File: src/rtl/slow_window_if.sv
// Bus-side signals for slow_window: access decodes, configuration-latch flags,
// timebase strobe, and the registered slowdown/clock-gate requests.
interface slow_window_if;
  logic       BACT;
  logic       IACKCS;
  logic       VIACS;
  logic       IWMCS;
  logic       SCCCS;
  logic       SCSICS;
  logic       SndCS;
  logic       SlowIACK;
  logic       SlowVIA;
  logic       SlowIWM;
  logic       SlowSCC;
  logic       SlowSCSI;
  logic       SlowSnd;
  logic       SlowClockGate;
  logic [3:0] SlowTimeout;
  logic       TimeTick;
  logic       Slow;
  logic       ClockGate;
  logic [3:0] SlowCnt;

  modport master (
    output BACT, IACKCS, VIACS, IWMCS, SCCCS, SCSICS, SndCS,
    output SlowIACK, SlowVIA, SlowIWM, SlowSCC, SlowSCSI, SlowSnd,
    output SlowClockGate, SlowTimeout, TimeTick,
    input  Slow, ClockGate, SlowCnt
  );

  modport slave (
    input  BACT, IACKCS, VIACS, IWMCS, SCCCS, SCSICS, SndCS,
    input  SlowIACK, SlowVIA, SlowIWM, SlowSCC, SlowSCSI, SlowSnd,
    input  SlowClockGate, SlowTimeout, TimeTick,
    output Slow, ClockGate, SlowCnt
  );
endinterface

File: src/rtl/slow_window.sv
// Slowdown window: requests a slow clock for slow-flagged accesses plus a post-access
// tick countdown. Macro SLOW_TICK_PRESCALE_EN replaces TimeTick with an internal prescaler.
module slow_window #(
  parameter int unsigned TICK_DIV = 16
) (
  input  logic         CLK,
  input  logic         POR,
  slow_window_if.slave bus
);

  typedef enum logic [1:0] {
    S_IDLE,
    S_ACCESS,
    S_HOLD
  } state_e;

  state_e     state_q, state_d;
  logic       bactr_q;
  logic [3:0] cnt_q, cnt_d;
  logic       slow_q, slow_d;
  logic       cg_q, cg_d;
  logic       start, hit, trigger, tick;

  if (TICK_DIV < 2 || TICK_DIV > 256) begin : g_bad_tick_div
    $error("slow_window: TICK_DIV out of range 2..256");
  end

`ifdef SLOW_TICK_PRESCALE_EN
  localparam logic [7:0] PreLast = 8'(TICK_DIV - 1);

  logic [7:0] pre_q, pre_d;

  always_comb begin
    pre_d = (pre_q == PreLast) ? '0 : pre_q + 8'd1;
  end

  always_ff @(posedge CLK) begin
    if (POR) pre_q <= '0;
    else     pre_q <= pre_d;
  end

  assign tick = (pre_q == PreLast);
`else
  assign tick = bus.TimeTick;
`endif

  assign start   = bus.BACT && !bactr_q;
  assign hit     = (bus.IACKCS && bus.SlowIACK) || (bus.VIACS  && bus.SlowVIA)  ||
                   (bus.IWMCS  && bus.SlowIWM)  || (bus.SCCCS  && bus.SlowSCC)  ||
                   (bus.SCSICS && bus.SlowSCSI) || (bus.SndCS  && bus.SlowSnd);
  assign trigger = start && hit;

  always_ff @(posedge CLK) begin
    if (POR) begin
      state_q <= S_IDLE;
      bactr_q <= 1'b0;
      cnt_q   <= '0;
      slow_q  <= 1'b0;
      cg_q    <= 1'b0;
    end else begin
      state_q <= state_d;
      bactr_q <= bus.BACT;
      cnt_q   <= cnt_d;
      slow_q  <= slow_d;
      cg_q    <= cg_d;
    end
  end

  // A retrigger in HOLD keeps the count; the reload happens when that access ends.
  always_comb begin
    state_d = state_q;
    cnt_d   = cnt_q;
    unique case (state_q)
      S_IDLE: begin
        if (trigger) state_d = S_ACCESS;
      end
      S_ACCESS: begin
        if (!bus.BACT) begin
          if (bus.SlowTimeout == '0) begin
            state_d = S_IDLE;
            cnt_d   = '0;
          end else begin
            state_d = S_HOLD;
            cnt_d   = bus.SlowTimeout;
          end
        end
      end
      S_HOLD: begin
        if (trigger) begin
          state_d = S_ACCESS;
        end else if (tick) begin
          if (cnt_q == 4'd1) begin
            state_d = S_IDLE;
            cnt_d   = '0;
          end else begin
            cnt_d = cnt_q - 4'd1;
          end
        end
      end
      default: begin
        state_d = S_IDLE;
        cnt_d   = '0;
      end
    endcase
  end

  always_comb begin
    slow_d = (state_d != S_IDLE);
    cg_d   = slow_d && bus.SlowClockGate;
  end

  assign bus.Slow      = slow_q;
  assign bus.ClockGate = cg_q;
  assign bus.SlowCnt   = cnt_q;

endmodule
File: src/flat_wrapper.sv
// flat-port wrapper written by rule: the top's interface ports become plain ports
module slow_window_flat 
#(
  parameter int unsigned TICK_DIV = 16
)
  (CLK, POR, bus_BACT, bus_IACKCS, bus_VIACS, bus_IWMCS, bus_SCCCS, bus_SCSICS, bus_SndCS, bus_SlowIACK, bus_SlowVIA, bus_SlowIWM, bus_SlowSCC, bus_SlowSCSI, bus_SlowSnd, bus_SlowClockGate, bus_SlowTimeout, bus_TimeTick, bus_Slow, bus_ClockGate, bus_SlowCnt);
  slow_window_if bus_i ();
  input  logic CLK;
  input  logic POR;
  input wire logic [$bits(bus_i.BACT)-1:0] bus_BACT;
  input wire logic [$bits(bus_i.IACKCS)-1:0] bus_IACKCS;
  input wire logic [$bits(bus_i.VIACS)-1:0] bus_VIACS;
  input wire logic [$bits(bus_i.IWMCS)-1:0] bus_IWMCS;
  input wire logic [$bits(bus_i.SCCCS)-1:0] bus_SCCCS;
  input wire logic [$bits(bus_i.SCSICS)-1:0] bus_SCSICS;
  input wire logic [$bits(bus_i.SndCS)-1:0] bus_SndCS;
  input wire logic [$bits(bus_i.SlowIACK)-1:0] bus_SlowIACK;
  input wire logic [$bits(bus_i.SlowVIA)-1:0] bus_SlowVIA;
  input wire logic [$bits(bus_i.SlowIWM)-1:0] bus_SlowIWM;
  input wire logic [$bits(bus_i.SlowSCC)-1:0] bus_SlowSCC;
  input wire logic [$bits(bus_i.SlowSCSI)-1:0] bus_SlowSCSI;
  input wire logic [$bits(bus_i.SlowSnd)-1:0] bus_SlowSnd;
  input wire logic [$bits(bus_i.SlowClockGate)-1:0] bus_SlowClockGate;
  input wire logic [$bits(bus_i.SlowTimeout)-1:0] bus_SlowTimeout;
  input wire logic [$bits(bus_i.TimeTick)-1:0] bus_TimeTick;
  output wire logic [$bits(bus_i.Slow)-1:0] bus_Slow;
  output wire logic [$bits(bus_i.ClockGate)-1:0] bus_ClockGate;
  output wire logic [$bits(bus_i.SlowCnt)-1:0] bus_SlowCnt;
  assign bus_i.BACT = bus_BACT;
  assign bus_i.IACKCS = bus_IACKCS;
  assign bus_i.VIACS = bus_VIACS;
  assign bus_i.IWMCS = bus_IWMCS;
  assign bus_i.SCCCS = bus_SCCCS;
  assign bus_i.SCSICS = bus_SCSICS;
  assign bus_i.SndCS = bus_SndCS;
  assign bus_i.SlowIACK = bus_SlowIACK;
  assign bus_i.SlowVIA = bus_SlowVIA;
  assign bus_i.SlowIWM = bus_SlowIWM;
  assign bus_i.SlowSCC = bus_SlowSCC;
  assign bus_i.SlowSCSI = bus_SlowSCSI;
  assign bus_i.SlowSnd = bus_SlowSnd;
  assign bus_i.SlowClockGate = bus_SlowClockGate;
  assign bus_i.SlowTimeout = bus_SlowTimeout;
  assign bus_i.TimeTick = bus_TimeTick;
  assign bus_Slow = bus_i.Slow;
  assign bus_ClockGate = bus_i.ClockGate;
  assign bus_SlowCnt = bus_i.SlowCnt;
  slow_window #(.TICK_DIV(TICK_DIV)) u_core (.CLK(CLK), .POR(POR), .bus(bus_i));
endmodule
File: config.mk
export PLATFORM = sky130hd
export DESIGN_NAME = slow_window_flat
export DESIGN_NICKNAME = d
export VERILOG_FILES = /design/src/rtl/slow_window_if.sv /design/src/rtl/slow_window.sv /design/src/flat_wrapper.sv
export SDC_FILE = /design/constraint.sdc
export NUM_CORES = 1
export LEC_CHECK = 0
export CAP_MARGIN = 5
export CORE_MARGIN = 2
export CORE_UTILIZATION = 37
export CTS_CLUSTER_SIZE = 25
export DETAILED_ROUTE_END_ITERATION = 8
export GPL_TIMING_DRIVEN = 0
export PLACE_DENSITY = 0.73
export SYNTH_ARGS = -nofsm -noshare
export SYNTH_HDL_FRONTEND = slang
export SYNTH_SLANG_ARGS = --single-unit
File: constraint.sdc
create_clock -name CLK -period 1.8 [get_ports CLK]
set_input_delay 0.27 -clock CLK [delete_from_list [all_inputs] [get_ports CLK]]
set_output_delay 0.27 -clock CLK [all_outputs]
set_load 0.01 [all_outputs]
* Word-level counts from Yosys, hierarchy flattened *
Cells that the tools add are included.

storage, ports and cells
  input bits = 21
  output and inout bits = 6
  word-level logic and storage cells = 45
  flip-flop bits (word level) = 9

cells by class
  add/subtract/negate cells = 1
  reductions and logical operators = 19
  multiplexer cells = 13
  bitwise gates (word level) = 1
  equal/unequal tests = 6

operators by type and width
  kind                   number
  $mux W4                5
  $mux W2                6
  $pmux W4 S3            1
  $logic_and A1 B1 Y1    9
  $ne A2 B2 Y1 const B   3
  $pmux W2 S3            1
  $logic_or A1 B1 Y1     5
  $eq A4 B1 Y1 const B   1
  $logic_not A4 Y1       1
  $reduce_and A4 Y1      1
  $sub A4 B1 Y4 const B  1
  $eq A2 B1 Y1 const B   1
  $eq A2 B2 Y1 const B   1
  $logic_not A2 Y1       1
  $reduce_bool A2 Y1     1
  $logic_not A1 Y1       1
  $not A1 Y1             1

* Depth between registers and ports, before layout *
Gate-level depths: netlist (run 1).

  depth in word-level cells = 11
  mapped depth = 6

* Worst setup path before layout (run 1) *
Ideal clock, no wire load.

  path type = reg2reg
  start = reg u_core.state_q[1]
  end = reg u_core.cnt_q[0], in the netlist u_core.bus.SlowCnt[0]
  setup slack = 138 ps
  stages on the path, launching flop included = 7
  data arrival time = 1592 ps
  period minus slack after synthesis = 1662 ps
  required time = 1730 ps
  path through = dfxtp_1 inv_1 ha_1 a21oi_2 o21ai_1 or4b_1 a21oi_1

between the ends
  longest elaborated chain between the ends = 3
  elaborated cells on any way between the ends = 9
  those cells by class = eq/ne (5); mux (1); bitwise (1); reduce/logical (2)

RTL lines
  element                                               line               RTL
  from (decl)                                           slow_window.sv:17  state_e state_q, state_d;
  from (signal assigned)                                slow_window.sv:61  state_q <= state_d;
  $eq A2 B2 Y1, or another cell as far along            slow_window.sv:73  unique case (state_q)
  $ne A2 B2 Y1 (no line) or $not A1 Y1 (tied branches)  n/a
  $reduce_and A4 Y1 (no line)                           n/a
  to (signal assigned)                                  slow_window.sv:63  cnt_q <= cnt_d;
  to (decl)                                             slow_window.sv:19  logic [3:0] cnt_q, cnt_d;

Several ways; a longest one is shown, not always the timed one.
A chain may end at the register's enable or synchronous reset.

* Worst setup path in the final report (run 1) *
  start = reg u_core.cnt_q[0], in the netlist u_core.bus.SlowCnt[0]
  end = reg u_core.cg_q, in the netlist u_core.bus.ClockGate

between the ends
  longest elaborated chain between the ends = 7

RTL lines
  element               line                RTL
  $eq A4 B1 Y1          slow_window.sv:92   if (cnt_q == 4'd1) begin
  $mux W2               slow_window.sv:92
  $mux W2               slow_window.sv:91   end else if (tick) begin
  $mux W2               slow_window.sv:89   if (trigger) begin
  $pmux W2 S3           slow_window.sv:73
  $reduce_bool A2 Y1    slow_window.sv:108  slow_d = (state_d != S_IDLE);
  $logic_and A1 B1 Y1   slow_window.sv:109  cg_d = slow_d && bus.SlowClockGate;
  to (signal assigned)  slow_window.sv:65   cg_q <= cg_d;
  to (decl)             slow_window.sv:21   logic cg_q, cg_d;

No other way between the ends.

==> results of run 1 <==
state kept, by name (all words and copies together), names as in the netlist:
name                  cells
u_core.bus.SlowCnt        4
u_core.bus.Slow           1
u_core.bus.ClockGate      1
u_core.state_q            2
u_core.bactr_q            1
final timing paths:
kind | from | to | cells after the start
hold / removal | u_core.bus.SlowCnt[1] | u_core.bus.SlowCnt[1] | 2
setup / recovery | u_core.bus.SlowCnt[0] | u_core.bus.ClockGate | 5
setup reg to reg | u_core.bus.SlowCnt[0] | u_core.bus.ClockGate | 5
hold reg to reg | u_core.bus.SlowCnt[1] | u_core.bus.SlowCnt[1] | 2
cell type report:
cell class                      instances  area [µm²]  share of cell area [%]
Clock buffer                            4       26.28                   2.589
Inverter                                8       30.03                   2.959
Multi-Input combinational cell         52       485.5                   47.84
Sequential cell                         9       181.4                   17.88
Tap cell                               25       31.28                   3.083
Timing Repair Buffer                   26       260.3                   25.65
power by group through the flow:
stage	Sequential, mW	Combinational (mW)	Clock, mW
global placement	0.225	0.177	0
finish	0.224	0.196	0.150
CTS	0.221	0.185	0.161
floorplan	0.228	0.0889	0
global route	0.226	0.211	0.167
detailed placement	0.226	0.181	0
layout by cell type, fill, tap and decap left out, types with 2 or more instances in the layout:
master | synthesis | layout
sky130_fd_sc_hd__a21oi_1 | 2 | 2
sky130_fd_sc_hd__a22oi_1 | 2 | 2
sky130_fd_sc_hd__a22oi_4 | 3 | 3
sky130_fd_sc_hd__a32oi_1 | 2 | 2
sky130_fd_sc_hd__clkbuf_4 | 0 | 3
sky130_fd_sc_hd__clkdlybuf4s50_1 | 0 | 26
sky130_fd_sc_hd__dfxtp_1 | 9 | 8
sky130_fd_sc_hd__ha_1 | 6 | 4
sky130_fd_sc_hd__inv_1 | 8 | 6
sky130_fd_sc_hd__inv_2 | 0 | 2
sky130_fd_sc_hd__nand2b_1 | 4 | 4
sky130_fd_sc_hd__nor2_1 | 2 | 2
sky130_fd_sc_hd__nor2b_1 | 4 | 4
sky130_fd_sc_hd__nor3_1 | 2 | 2
sky130_fd_sc_hd__o21ai_0 | 5 | 5
sky130_fd_sc_hd__o41ai_1 | 2 | 2
sky130_fd_sc_hd__or4b_1 | 2 | 2
through the flow:
stage	instances	utilization, %	total power [mW]
5_1_grt	124	59.41	0.6037
2_1_floorplan	69	-	0.3170
6_report	124	59.41	0.5701
4_1_cts	124	57.80	0.5679
3_5_place_dp	120	55.90	0.4065
3_3_place_gp	120	55.90	0.4027
routing by layer:
layer	part of all wire [%]	track usage (%)	up-vias
met3	1.8	1.569	2
met4	0.74	12.00	0
li1	-	-	325
met2	51	24.17	6
met1	46	22.07	297
met5	0	0	-
worst max-delay path: stages, from the launching register on:
cell and delay (ns):
sky130_fd_sc_hd__dfxtp_1 0.41, sky130_fd_sc_hd__ha_1 0.23, sky130_fd_sc_hd__nor4bb_2 0.36, sky130_fd_sc_hd__o21ai_0 0.14, sky130_fd_sc_hd__a32oi_1 0.32, sky130_fd_sc_hd__a21boi_1 0.11
timing repair:
item                       in CTS  in global routing
setup endpoints to repair       2                  4
resized for setup               3                  6
pin swaps                       1                  0
cloned                          0                  0
kinds of logic after synthesis:
| kind of cell | count (synthesis) | share of synthesized area [%] |
|---|---|---|
| muxes | 1 | 1.698 |
| buffers and inverters | 8 | 4.528 |
| AOI/OAI and AO/OA | 27 | 37.74 |
| and+or+nand+nor | 18 | 17.55 |
| DFF | 9 | 27.17 |
| adders and majority gates | 6 | 11.32 |
==> impl_metrics.prom, run 1 <==
# TYPE chip_impl_metric gauge
chip_impl_metric{name="setup_viol",unit=""} 0
chip_impl_info{name="top_count_cell_post_synth",value="sky130_fd_sc_hd__dfxtp_1"} 1
chip_impl_metric{name="cts.htree.levels",unit=""} 1
chip_impl_metric{name="area_delta_synth_final",unit="%"} 53.02
chip_impl_metric{name="finalNetCount",unit=""} 127
chip_impl_metric{name="hold_slack",unit="ns"} 0.5453
chip_impl_metric{name="route.detailed.drc",unit=""} 0
chip_impl_info{name="outcome",value="completed"} 1
chip_impl_metric{name="clock-skew-final",unit="ns"} 0.006981
chip_impl_metric{name="number_of_synthesized_flops_with_an_enable_pin",unit=""} 0
chip_impl_metric{name="hpwl",unit="µm"} 1269
chip_impl_info{name="ys_dominant_reg_cell",value="sky130_fd_sc_hd__dfxtp_1"} 1
chip_impl_info{name="timing.critical_path.from_type",value="flip-flop"} 1
chip_impl_metric{name="final-max-slew-violation-count",unit=""} 0
chip_impl_metric{name="ys_warn_count",unit=""} 0
chip_impl_metric{name="place_congestion",unit=""} 0.8325
chip_impl_metric{name="max_slew.worst_pin.slew",unit="ns"} 0.3970
chip_impl_metric{name="cts_hold_buffers",unit=""} 0
chip_impl_metric{name="fill_cells",unit=""} 142
chip_impl_metric{name="slew_headroom",unit="%"} 73.54
chip_impl_metric{name="yosys_register_bits",unit=""} 9
chip_impl_metric{name="avgRoutedWirePerCell",unit="µm"} 13.01
chip_impl_metric{name="die_area",unit="mm²"} 0.002147
chip_impl_metric{name="period_share",unit="%"} 94.34
chip_impl_metric{name="cts_inserted_buffers",unit=""} 3
chip_impl_metric{name="power.net_switching",unit="mW"} 0.1659
chip_impl_metric{name="critical_path.max_fanout",unit=""} 5
chip_impl_metric{name="core.rowCount",unit=""} 15
chip_impl_metric{name="leakage",unit="nW"} 0.3763
chip_impl_info{name="synth.area.top_cells",value="sky130_fd_sc_hd__dfxtp_1, sky130_fd_sc_hd__ha_1, sky130_fd_sc_hd__a22oi_4"} 1
chip_impl_metric{name="port_buffers",unit=""} 26
chip_impl_metric{name="timing.fmax",unit="GHz"} 0.5889
chip_impl_info{name="unrepaired_setup_endpoints_after_global_routing",value="true"} 1
chip_impl_metric{name="clock_path_buffers",unit=""} 2
chip_impl_metric{name="syn_area_per_cell",unit="µm²"} 9.611
chip_impl_metric{name="dr.pass1.iters",unit=""} 4
chip_impl_metric{name="total_negative_setup_slack",unit="ns"} 0
chip_impl_metric{name="max-cap-violations",unit=""} 0
chip_impl_metric{name="cts.reportedPaths.clkPinSlew",unit="ns"} 0.06
chip_impl_metric{name="synth_nets",unit=""} 96
chip_impl_metric{name="finalHoldViolCount",unit=""} 0
chip_impl_metric{name="final_worst_setup_slack",unit="ns"} 0.1019
chip_impl_metric{name="drt_iter0_markers",unit=""} 8
chip_impl_metric{name="design.core.area",unit="mm²"} 0.001708
chip_impl_info{name="crit_type",value="reg2reg"} 1
chip_impl_metric{name="antenna_found_initial",unit=""} 0
chip_impl_metric{name="postPlaceCellArea",unit="µm²"} 954.7
chip_impl_metric{name="initial_core_util",unit="%"} 38.83
chip_impl_metric{name="period_minus_slack",unit="ns"} 1.698
chip_impl_metric{name="post-synth-top-area-fraction",unit="%"} 27.17
chip_impl_metric{name="pin_count",unit=""} 27
chip_impl_info{name="critical_path_endpoint_category",value="flip-flop"} 1
chip_impl_metric{name="ff2ff_setup_slack",unit="ns"} 0.10
chip_impl_metric{name="post_syn_area",unit="µm²"} 663.1
chip_impl_metric{name="final_cell_area",unit="mm²"} 0.001015
chip_impl_metric{name="cts.repair_timing.setup_buffer_count",unit=""} 0
chip_impl_metric{name="drt_wl_total",unit="µm"} 1613
chip_impl_metric{name="syn-instance-count",unit=""} 69
chip_impl_info{name="worst_min_delay_path_class",value="reg2reg"} 1
chip_impl_metric{name="clock_insertion_delay_worst_skew",unit="ns"} 0.26
chip_impl_metric{name="p_int",unit="mW"} 0.4042
chip_impl_metric{name="n_antenna_cell",unit=""} 0
chip_impl_metric{name="combPwrFrac",unit="%"} 34.4
chip_impl_metric{name="vdd_ir_drop_max",unit="mV"} 0.4267
chip_impl_metric{name="grt_start_max_net_pins",unit=""} 9
chip_impl_metric{name="seq_power_share",unit="%"} 39.3
chip_impl_metric{name="power_per_cell_area",unit="mW/mm²"} 561.8
chip_impl_info{name="synth_top_cells_by_count",value="sky130_fd_sc_hd__dfxtp_1, sky130_fd_sc_hd__inv_1, sky130_fd_sc_hd__ha_1, sky130_fd_sc_hd__o21ai_0"} 1
chip_impl_metric{name="groute.usage.overall",unit="%"} 16.47
chip_impl_metric{name="critPathArrivalTime",unit="ns"} 1.82
chip_impl_metric{name="power_frac_clock",unit="%"} 26.3
chip_impl_metric{name="die_width",unit="µm"} 46.34
chip_impl_metric{name="ant_nets",unit=""} 0
chip_impl_info{name="clock_tree_from_tritoncts",value="done"} 1
chip_impl_metric{name="post_drt_via_cell_ratio",unit=""} 5.081
chip_impl_metric{name="asyncSetResetFlopFracSynth",unit="%"} 0
chip_impl_metric{name="switching_share",unit="%"} 29.10
chip_impl_info{name="synth_largest_area_cell",value="sky130_fd_sc_hd__dfxtp_1"} 1
chip_impl_metric{name="grt_pass1_vias",unit=""} 582
chip_impl_metric{name="grt_first_pass_wirelength",unit="µm"} 2463
chip_impl_metric{name="drive_above_1_share",unit="%"} 15.15
chip_impl_metric{name="sequential_share_of_the_synthesized_area",unit="%"} 27.17
chip_impl_metric{name="yosys.cell_types.count",unit=""} 29
chip_impl_metric{name="worst_slack_after_detailed_placement",unit="ns"} -0.1332
chip_impl_metric{name="clock_sinks",unit=""} 9
chip_impl_metric{name="dr_total_vias",unit=""} 630
chip_impl_metric{name="data_required_time_of_the_worst_path",unit="ns"} 1.92
chip_impl_metric{name="die_h",unit="µm"} 46.34
chip_impl_info{name="clock_tree.root_cell",value="sky130_fd_sc_hd__clkbuf_4"} 1
chip_impl_metric{name="globalRoute.totalOverflow",unit=""} 0
(Power assumes the default switching activity.)
==> inputs of run 2 (changes only) <==
--- a/config.mk
+++ b/config.mk
@@ -7,11 +7,12 @@
 export LEC_CHECK = 0
 export CAP_MARGIN = 5
 export CORE_MARGIN = 2
-export CORE_UTILIZATION = 37
+export CORE_UTILIZATION = 44
+export CTS_BUF_LIST = sky130_fd_sc_hd__clkbuf_16
 export CTS_CLUSTER_SIZE = 25
 export DETAILED_ROUTE_END_ITERATION = 8
 export GPL_TIMING_DRIVEN = 0
-export PLACE_DENSITY = 0.73
+export PLACE_DENSITY = 0.82
 export SYNTH_ARGS = -nofsm -noshare
 export SYNTH_HDL_FRONTEND = slang
 export SYNTH_SLANG_ARGS = --single-unit
==> constraint.sdc (replaced) <==
create_clock -name CLK -period 2.2 [get_ports CLK]
set_input_delay 0.33 -clock CLK [delete_from_list [all_inputs] [get_ports CLK]]
set_output_delay 0.33 -clock CLK [all_outputs]
set_load 0.01 [all_outputs]
==> impl_metrics.prom, run 2 (synthesis gave the netlist of run 1 again) <==
# TYPE chip_impl_metric gauge
chip_impl_metric{name="globalRoute.totalOverflow",unit=""} 0
chip_impl_metric{name="max_slew.worst_pin.slew",unit="ns"} 0.5345
chip_impl_info{name="critical_path_endpoint_category",value="flip-flop"} 1
chip_impl_metric{name="finalHoldViolCount",unit=""} 0
chip_impl_metric{name="total_negative_setup_slack",unit="ns"} 0
chip_impl_info{name="clock_tree.root_cell",value="sky130_fd_sc_hd__clkbuf_16"} 1
chip_impl_metric{name="grt_first_pass_wirelength",unit="µm"} 2780
chip_impl_metric{name="clock-skew-final",unit="ns"} 0.0008140
chip_impl_metric{name="post_layout_nonfiller_instances",unit=""} 115
chip_impl_info{name="gr-max-usage-layer",value="met2"} 1
chip_impl_info{name="worst_min_delay_path_class",value="reg2reg"} 1
chip_impl_metric{name="finalNetCount",unit=""} 127
chip_impl_metric{name="cts_inserted_buffers",unit=""} 3
chip_impl_metric{name="die_h",unit="µm"} 42.82
chip_impl_metric{name="multi_input_comb_area",unit="µm²"} 452.9
chip_impl_metric{name="dr.pass1.iters",unit=""} 4
chip_impl_metric{name="grt_use_met2",unit="%"} 31.21
chip_impl_metric{name="largest_register_ffs",unit=""} 4
chip_impl_info{name="leading_cell_types_in_the_layout_fill_and_taps_excluded",value="sky130_fd_sc_hd__clkdlybuf4s50_1, sky130_fd_sc_hd__inv_1, sky130_fd_sc_hd__dfxtp_1"} 1
chip_impl_metric{name="leakage",unit="nW"} 0.4004
chip_impl_metric{name="pin_count",unit=""} 27
chip_impl_metric{name="cts.repair_timing.setup_buffer_count",unit=""} 0
chip_impl_metric{name="post_drt_via_cell_ratio",unit=""} 5.774
chip_impl_metric{name="drive_above_1_share",unit="%"} 8.081
chip_impl_metric{name="cts_hold_buffers",unit=""} 0
chip_impl_metric{name="power_frac_clock",unit="%"} 48.5
chip_impl_metric{name="power.net_switching",unit="mW"} 0.1545
chip_impl_metric{name="dr_total_vias",unit=""} 664
chip_impl_metric{name="seq_power_share",unit="%"} 28.2
chip_impl_metric{name="dp_cells",unit=""} 111
chip_impl_info{name="crit_type",value="reg2reg"} 1
chip_impl_metric{name="cts.htree.levels",unit=""} 1
chip_impl_metric{name="route.detailed.drc",unit=""} 0
chip_impl_metric{name="area_delta_synth_final",unit="%"} 54.15
chip_impl_metric{name="postCtsResizedCells",unit=""} 0
chip_impl_metric{name="vdd_ir_drop_max",unit="mV"} 0.6382
chip_impl_metric{name="critPathArrivalTime",unit="ns"} 2.11
chip_impl_info{name="timing.critical_path.from_type",value="flip-flop"} 1
chip_impl_metric{name="n_antenna_cell",unit=""} 0
chip_impl_metric{name="seqCellArea",unit="µm²"} 180.2
chip_impl_metric{name="drt_iter0_markers",unit=""} 9
chip_impl_metric{name="grtUsageMet3",unit="%"} 5.106
chip_impl_metric{name="clock_sinks",unit=""} 9
chip_impl_metric{name="initial_core_util",unit="%"} 45.61
chip_impl_info{name="cp_cell_sequence",value="inv_1 -> ha_1 -> a21oi_2 -> o21ai_1 -> or4b_1 -> a21oi_1"} 1
chip_impl_metric{name="switching_share",unit="%"} 23.90
chip_impl_metric{name="final-max-slew-violation-count",unit=""} 0
chip_impl_metric{name="avgRoutedWirePerCell",unit="µm"} 13.90
chip_impl_metric{name="cts.reportedPaths.clkPinSlew",unit="ns"} 0.04
chip_impl_metric{name="critical_path.max_fanout",unit=""} 8
chip_impl_metric{name="place_congestion",unit=""} 0.7676
chip_impl_metric{name="combPwrFrac",unit="%"} 23.3
chip_impl_metric{name="groute.usage.overall",unit="%"} 20.28
chip_impl_info{name="outcome",value="completed"} 1
chip_impl_metric{name="hpwl",unit="µm"} 1291
chip_impl_metric{name="design.core.area",unit="mm²"} 0.001454
chip_impl_metric{name="p_int",unit="mW"} 0.4921
chip_impl_metric{name="max-cap-violations",unit=""} 0
chip_impl_metric{name="timing.fmax",unit="GHz"} 0.5134
chip_impl_metric{name="fin_total_pwr",unit="mW"} 0.6466
chip_impl_metric{name="setup_viol",unit=""} 0
chip_impl_metric{name="fill_cells",unit=""} 123
chip_impl_metric{name="grt_start_max_net_pins",unit=""} 9
chip_impl_metric{name="drt_wl_total",unit="µm"} 1598
chip_impl_metric{name="grt_pass1_vias",unit=""} 680
chip_impl_metric{name="antenna_found_initial",unit=""} 0
chip_impl_info{name="clock_tree_from_tritoncts",value="done"} 1
chip_impl_metric{name="core.rowCount",unit=""} 14
chip_impl_info{name="worst_path_max_delay_cell",value="sky130_fd_sc_hd__or4b_1"} 1
chip_impl_metric{name="port_buffers",unit=""} 26
chip_impl_metric{name="clock_path_buffers",unit=""} 2
chip_impl_info{name="mostFrequentLayoutCell",value="sky130_fd_sc_hd__clkdlybuf4s50_1"} 1
chip_impl_metric{name="period_minus_slack",unit="ns"} 1.948
chip_impl_metric{name="grt_met1_use",unit="%"} 24.22
chip_impl_metric{name="ant_nets",unit=""} 0
chip_impl_metric{name="clock_insertion_delay_worst_skew",unit="ns"} 0.23
chip_impl_metric{name="data_required_time_of_the_worst_path",unit="ns"} 2.36
chip_impl_info{name="unrepaired_setup_endpoints_after_global_routing",value="false"} 1
chip_impl_metric{name="die_width",unit="µm"} 42.82
chip_impl_metric{name="die_area",unit="mm²"} 0.001834
chip_impl_metric{name="cpPeakStageDelay",unit="ns"} 0.58
chip_impl_metric{name="period_share",unit="%"} 88.53
chip_impl_metric{name="power_per_cell_area",unit="mW/mm²"} 632.6
chip_impl_metric{name="slew_headroom",unit="%"} 64.13
[run 2: final timing paths]
| check | slack [ns] | depth (start not counted) | endpoint | from |
|---|---|---|---|---|
| setup / recovery | 0.25 | 6 | u_core.bus.SlowCnt[0] | u_core.state_q[1] |
| hold / removal | 0.54 | 2 | u_core.bus.SlowCnt[1] | u_core.bus.SlowCnt[1] |
| setup reg to reg | 0.25 | 6 | u_core.bus.SlowCnt[0] | u_core.state_q[1] |
| hold reg to reg | 0.54 | 2 | u_core.bus.SlowCnt[1] | u_core.bus.SlowCnt[1] |
[run 2: critical path, delay by kind of cell, from the launching register on]
family / cells / cell delay, ns
simple gates: 1 / 0.58
compound gates: 3 / 0.57
flops: 1 / 0.34
fa+ha+maj: 1 / 0.28
buf+inv: 1 / 0.10
[run 2: area by class of cell]
cell class	count	share of cell area, %
Multi-Input combinational cell	52	44.31
Timing Repair Buffer	26	25.46
Sequential cell	9	17.63
Clock buffer	3	7.344
Inverter	8	2.938
Tap cell	16	1.958
Clock inverter	1	0.3672
[run 2: layer usage]
layer	share of wire (%)	up-vias	wire length, µm
met5	0	-	0
met4	4.2	0	67
met3	3.3	9	53
met2	48	18	767
met1	44	310	709
li1	-	327	-
[run 2: power groups by stage]
stage                     Sequential [mW]  Clock [mW]  Combinational, mW
after floorplan                     0.187           0             0.0727
after global placement              0.184           0              0.145
after detailed placement            0.185           0              0.149
after CTS                           0.182       0.321              0.151
after global routing                0.183       0.328              0.163
final                               0.182       0.314              0.151
[run 2: metrics by stage]
step | hold WS [ns] | util [%] | area (µm²) | worst slack [ns]
after detailed placement | 0.5170 | 64.89 | 943.4 | 0.2069
after global routing | 0.5703 | 70.31 | 1022 | 0.1370
after CTS | 0.5405 | 70.31 | 1022 | 0.2673
final | 0.5380 | 70.31 | 1022 | 0.2523
after global placement | 0.5110 | 64.89 | 943.4 | 0.2668
after floorplan | 0.3991 | - | 663.1 | 0.5383
==> inputs of run 3 (changes only) <==
--- a/config.mk
+++ b/config.mk
@@ -7,12 +7,12 @@
 export LEC_CHECK = 0
 export CAP_MARGIN = 5
 export CORE_MARGIN = 2
-export CORE_UTILIZATION = 44
+export CORE_UTILIZATION = 26
 export CTS_BUF_LIST = sky130_fd_sc_hd__clkbuf_16
+export CTS_CLUSTER_DIAMETER = 200
 export CTS_CLUSTER_SIZE = 25
 export DETAILED_ROUTE_END_ITERATION = 8
-export GPL_TIMING_DRIVEN = 0
-export PLACE_DENSITY = 0.82
+export GPL_TIMING_DRIVEN = 1
 export SYNTH_ARGS = -nofsm -noshare
 export SYNTH_HDL_FRONTEND = slang
 export SYNTH_SLANG_ARGS = --single-unit
==> impl_metrics.prom, run 3 (synthesis gave the netlist of run 1 again) <==
# TYPE chip_impl_metric gauge
chip_impl_metric{name="cts.htree.levels",unit=""} 1
chip_impl_metric{name="leakage",unit="nW"} 0.4004
chip_impl_metric{name="period_share",unit="%"} 86.07
chip_impl_metric{name="final-max-slew-violation-count",unit=""} 0
chip_impl_info{name="crit_type",value="reg2reg"} 1
chip_impl_metric{name="max_slew.worst_pin.slew",unit="ns"} 0.4513
chip_impl_metric{name="post_drt_via_cell_ratio",unit=""} 5.016
chip_impl_info{name="critical_path.startpoint",value="u_core.state_q[1]"} 1
chip_impl_metric{name="period_minus_slack",unit="ns"} 1.894
chip_impl_info{name="worst_min_delay_path_class",value="reg2reg"} 1
chip_impl_metric{name="die_h",unit="µm"} 54.50
chip_impl_metric{name="power_per_cell_area",unit="mW/mm²"} 615.6
chip_impl_metric{name="ant_nets",unit=""} 0
chip_impl_metric{name="total_negative_setup_slack",unit="ns"} 0
chip_impl_metric{name="core.rowCount",unit=""} 18
chip_impl_metric{name="dr_total_vias",unit=""} 647
chip_impl_metric{name="cts.repair_timing.setup_buffer_count",unit=""} 0
chip_impl_metric{name="critical_path.max_fanout",unit=""} 8
chip_impl_metric{name="timing.fmax",unit="GHz"} 0.5281
chip_impl_metric{name="largest_register_ffs",unit=""} 4
chip_impl_metric{name="design.core.area",unit="mm²"} 0.002455
chip_impl_metric{name="groute.usage.overall",unit="%"} 12.21
chip_impl_metric{name="route.detailed.drc",unit=""} 0
chip_impl_metric{name="die_area",unit="mm²"} 0.002970
chip_impl_info{name="unrepaired_setup_endpoints_after_global_routing",value="false"} 1
chip_impl_metric{name="pin_count",unit=""} 27
chip_impl_metric{name="grt_pass1_vias",unit=""} 617
chip_impl_info{name="leading_cell_types_in_the_layout_fill_and_taps_excluded",value="sky130_fd_sc_hd__clkdlybuf4s50_1, sky130_fd_sc_hd__inv_1, sky130_fd_sc_hd__dfxtp_1"} 1
chip_impl_metric{name="initial_core_util",unit="%"} 27.01
chip_impl_metric{name="globalRoute.totalOverflow",unit=""} 0
chip_impl_metric{name="area_delta_synth_final",unit="%"} 56.79
chip_impl_metric{name="port_buffers",unit=""} 26
chip_impl_info{name="timing.critical_path.from_type",value="flip-flop"} 1
chip_impl_metric{name="clock_sinks",unit=""} 9
chip_impl_info{name="reg2reg_from",value="u_core.state_q[1]"} 1
chip_impl_metric{name="n_antenna_cell",unit=""} 0
chip_impl_metric{name="avgRoutedWirePerCell",unit="µm"} 11.95
chip_impl_metric{name="drt_iter0_markers",unit=""} 9
chip_impl_metric{name="fill_cells",unit=""} 237
chip_impl_metric{name="setup_viol",unit=""} 0
chip_impl_metric{name="clock-skew-final",unit="ns"} 0.001084
chip_impl_info{name="clock_tree_from_tritoncts",value="done"} 1
chip_impl_metric{name="data_required_time_of_the_worst_path",unit="ns"} 2.35
chip_impl_metric{name="place_congestion",unit=""} 0.8430
chip_impl_metric{name="finalHoldViolCount",unit=""} 0
chip_impl_metric{name="drive_above_1_share",unit="%"} 8.081
chip_impl_metric{name="vdd_ir_drop_max",unit="mV"} 0.7168
chip_impl_metric{name="final_core_util",unit="%"} 42.35
chip_impl_metric{name="slew_headroom",unit="%"} 69.71
chip_impl_metric{name="clock_insertion_delay_worst_skew",unit="ns"} 0.23
chip_impl_info{name="clock_tree.root_cell",value="sky130_fd_sc_hd__clkbuf_16"} 1
chip_impl_metric{name="grt_start_max_net_pins",unit=""} 9
chip_impl_metric{name="hpwl",unit="µm"} 1279
chip_impl_metric{name="antenna_found_initial",unit=""} 0
chip_impl_metric{name="drt_wl_total",unit="µm"} 1542
chip_impl_metric{name="cts_inserted_buffers",unit=""} 3
chip_impl_metric{name="postCtsResizedCells",unit=""} 0
chip_impl_metric{name="fin_total_pwr",unit="mW"} 0.6401
chip_impl_metric{name="clock_path_buffers",unit=""} 2
chip_impl_info{name="mostFrequentLayoutCell",value="sky130_fd_sc_hd__clkdlybuf4s50_1"} 1
chip_impl_metric{name="post_layout_nonfiller_instances",unit=""} 129
chip_impl_metric{name="die_width",unit="µm"} 54.50
chip_impl_metric{name="dr.pass1.iters",unit=""} 4
chip_impl_info{name="outcome",value="completed"} 1
chip_impl_metric{name="cts_hold_buffers",unit=""} 0
chip_impl_metric{name="dp_cells",unit=""} 125
chip_impl_info{name="critical_path_endpoint_category",value="flip-flop"} 1
chip_impl_metric{name="max-cap-violations",unit=""} 0
chip_impl_metric{name="grt_first_pass_wirelength",unit="µm"} 2566
chip_impl_info{name="worstHoldStart",value="u_core.bus.SlowCnt[1]"} 1
chip_impl_metric{name="finalNetCount",unit=""} 127
chip_impl_metric{name="critPathArrivalTime",unit="ns"} 2.05
chip_impl_metric{name="cts.reportedPaths.clkPinSlew",unit="ns"} 0.04
==> run 3: cell counts in the layout (fill, tap and decap cells not counted) <==
Identical to the previous run, type by type.
==> run 3: worst max-delay path, cell delays in order, from the launching register on <==
cell	delay (ns)
sky130_fd_sc_hd__dfxtp_1	0.35
sky130_fd_sc_hd__inv_1	0.10
sky130_fd_sc_hd__ha_1	0.28
sky130_fd_sc_hd__a21oi_2	0.19
sky130_fd_sc_hd__o21ai_1	0.20
sky130_fd_sc_hd__or4b_1	0.54
sky130_fd_sc_hd__a21oi_1	0.16
==> run 3: power by group <==
group          internal [mW]  switching, mW  total (mW)
Combinational         0.0799         0.0702       0.150
Sequential             0.175        0.00674       0.182
Clock                  0.237         0.0713       0.308
Total                  0.492          0.148       0.640
==> run 3: per-stage QoR <==
step,setup WS (ns),area (µm²),hold WS (ns)
global route,0.1235,1040,0.5678
CTS,0.3057,1040,0.5204
detailed placement,0.2186,960.9,0.5152
floorplan,0.5383,663.1,0.3991
global placement,0.2697,960.9,0.5192
finish,0.3064,1040,0.5198
==> run 3: cell type report <==
class                           instances  area (µm²)  area share, %
Timing Repair Buffer                   26       260.3          25.03
Inverter                                8       30.03          2.888
Sequential cell                         9       180.2          17.33
Clock buffer                            3       75.07          7.220
Clock inverter                          1       3.754         0.3610
Multi-Input combinational cell         52       452.9          43.56
Tap cell                               30       37.54          3.610
==> run 3: final timing paths <==
| path | end | slack (ns) | cells past startpoint |
|---|---|---|---|
| max | u_core.bus.SlowCnt[0] | 0.31 | 6 |
| min | u_core.bus.SlowCnt[1] | 0.52 | 2 |
| max reg2reg | u_core.bus.SlowCnt[0] | 0.31 | 6 |
| min reg2reg | u_core.bus.SlowCnt[1] | 0.52 | 2 |
==> run 3: per-layer routing <==
metal / share of wire [%] / track usage [%] / vias to the layer above
met1: 45 / 14.12 / 294
li1: - / - / 325
met4: 1.9 / 5.000 / 0
met3: 6.0 / 5.464 / 4
met2: 47 / 19.48 / 24
met5: 0 / 0 / -
==> RTL edit (settings of run 1) <==
Add a define of `SLOW_TICK_PRESCALE_EN`.
--- a/src/rtl/slow_window.sv
+++ b/src/rtl/slow_window.sv
@@ -2,2 +2,4 @@
 // tick countdown. Macro SLOW_TICK_PRESCALE_EN replaces TimeTick with an internal prescaler.
+`define SLOW_TICK_PRESCALE_EN
+
 module slow_window #(
Check against the original RTL: not equivalent (a bounded check fails within 4 cycles, from zero or initial values).
==> RTL edit against run 1 <==
Synthesized cell count is 43% higher. Final area is 35% higher. Hold slack worse by 0.0071 ns. Clock power grew 37%. Non-clock buffer count grew 8. Die area increased by 37%. Global-route usage down 1.2 points. The flow now finishes with violations (negative setup slack). Wire length increased by 43%. Synthesized area increased by 41%. Power is 45% higher. Sequential cell count increased by 8. Maximum frequency decreased by 5.7%. Worst setup slack lost 0.10 ns.
==> RTL edit: results (changes against run 1) <==
- The flow ran to the end, but the final reports show violations.
- The final reports fail on negative setup slack.
- The synthesized-area fraction occupied by adder cells is 9.37% (-1.9 points).
- The cell area reported after detailed placement came to 0.00122 mm² (+28%).
- The startpoint of the lowest-slack hold path is u_core.pre_q[0].
- The async set-or-reset flop fraction in the synthesized netlist was 0% (unchanged).
- The global-route track usage on met2 is 29.1% (+4.9 points).
- Sorting the synthesized cells by area gives the leading types as sky130_fd_sc_hd__dfxtp_1 36%, sky130_fd_sc_hd__ha_1 9.4%, sky130_fd_sc_hd__nor2_1 4.8%.
- The overall fraction of global-route tracks in use is 15.3% (-1.2 points).
- The detailed-route wire length is 2.31 mm (+43%).
- The number of DRC markers after the initial detailed-route iteration is 25 (+17).
- The number of buffers added on ports is 25 (-3.8%).
- The start of the worst register-to-register path is u_core.bus.SlowCnt[1].
- The flip-flop count of the largest register after layout was 8 (+4).
- The maximum fanout encountered on the critical timing path came to 3 (-2).
- The number of global-route vias before repair is 811 (+39%).
- The sequential element share of the synthesized area is 36.4% (+9.2 points).
- The peak supply drop is 0.338 mV (-21%).
- The met2 wire length is 1.21 mm (+46%).
- The worst slack after detailed placement is -0.228 ns (-0.0945 ns).
- The global-route wire length before repair was 3.26 mm (+32%).
- The maximum number of pins on one net before global-route repair is 11 (+2).
- The arrival time at the worst endpoint was 1.97 ns (+0.15 ns).
- The met3 track utilization from global routing is 2.46% (+0.89 points).
- The internal power summed over all cells is 0.600 mW (+48%).
- The critical path ends at u_core.bus.Slow.
- The number of nets produced by synthesis was 127 (+32%).
- The critical-path cell with the highest stage delay is sky130_fd_sc_hd__or3b_4.
- The proportion of layout cells with a drive suffix above 1 came to 24.4% (+9.3 points).
- The routed metal-1 wire length is 916 µm (+23%).
- The layout net count is 164 (+29%).
- The count of TritonRoute iterations in the first routing pass came to 4 (unchanged).
- The hold slack is 0.538 ns (-0.00711 ns).
- The number of placed instances with taps included came to 154 (+28%).
- The max-slew headroom at the worst pin is 69.7% (-3.8 points).
- The fraction of power consumed by the clock network came to 24.7% (-1.6 points).
- The worst-case hold path end point is u_core.pre_q[0].
- The setup skew after layout is 0.00139 ns (-0.00559 ns).
- In this run the critical register-to-register path is captured at u_core.bus.Slow.
- The cell depth of the worst flop-to-flop path is 7 (+2).
- The clock-pin slew reported for the worst setup and hold paths after clock tree synthesis is 0.10 ns (+0.04 ns).
- The overall via count from detail_route is 853 (+35%).
- The total negative slack is -0.000577 ns (-0.000577 ns).
- The met1 track utilization from global routing is 16.5% (-5.6 points).
- The final worst setup slack is -0.000577 ns (-0.102 ns).
- The fraction of power consumed by sequential logic is 49.1% (+9.8 points).
- The last weighted congestion value of the routability-driven placer was 0.731 (-12%).
- The xor and xnor area share after synthesis is 7.50% (+7.5 points).
- The number of fillers in the final layout is 206 (+45%).
- The layout-stage area growth over the synthesis result is 47.0%.
- The clock network latency to the later pin of the worst-skew pair is 0.29 ns (+0.03 ns).
- The cell type group with the largest total delay on the critical path is simple AND/OR/NAND/NOR gates.
- The HPWL after detailed placement came to 1.61 mm (+27%).
- The final count of negative-setup-slack endpoints is 1 (+1).
-- RTL edit: changes by cell type after synthesis, moves of 3 or more --
cell                      before  now
sky130_fd_sc_hd__nand3_1       0    6
sky130_fd_sc_hd__nor2_1        2   12
sky130_fd_sc_hd__dfxtp_1       9   17
sky130_fd_sc_hd__xor2_1        0    4
sky130_fd_sc_hd__a32o_1        0    3
sky130_fd_sc_hd__nor2b_1       4    0
sky130_fd_sc_hd__xnor2_1       0    4
sky130_fd_sc_hd__a22oi_4       3    0
sky130_fd_sc_hd__o21ai_0       5    1
sky130_fd_sc_hd__a21oi_1       2    5
-- RTL edit: layout make-up --
type                            count  share of cell area [%]
Timing Repair Buffer               33                    22.6
Inverter                            7                    1.91
Tap cell                           30                    2.73
Clock inverter                      1                   0.364
Multi-Input combinational cell     73                    45.1
Clock buffer                        3                    1.64
Sequential cell                    17                    25.4
Buffer                              1                   0.273
-- RTL edit: repair_timing --
action,in CTS,in global routing
pin swaps,3,4
resized for setup,10,8
buffers inserted,6,2
setup endpoints to repair,2,6
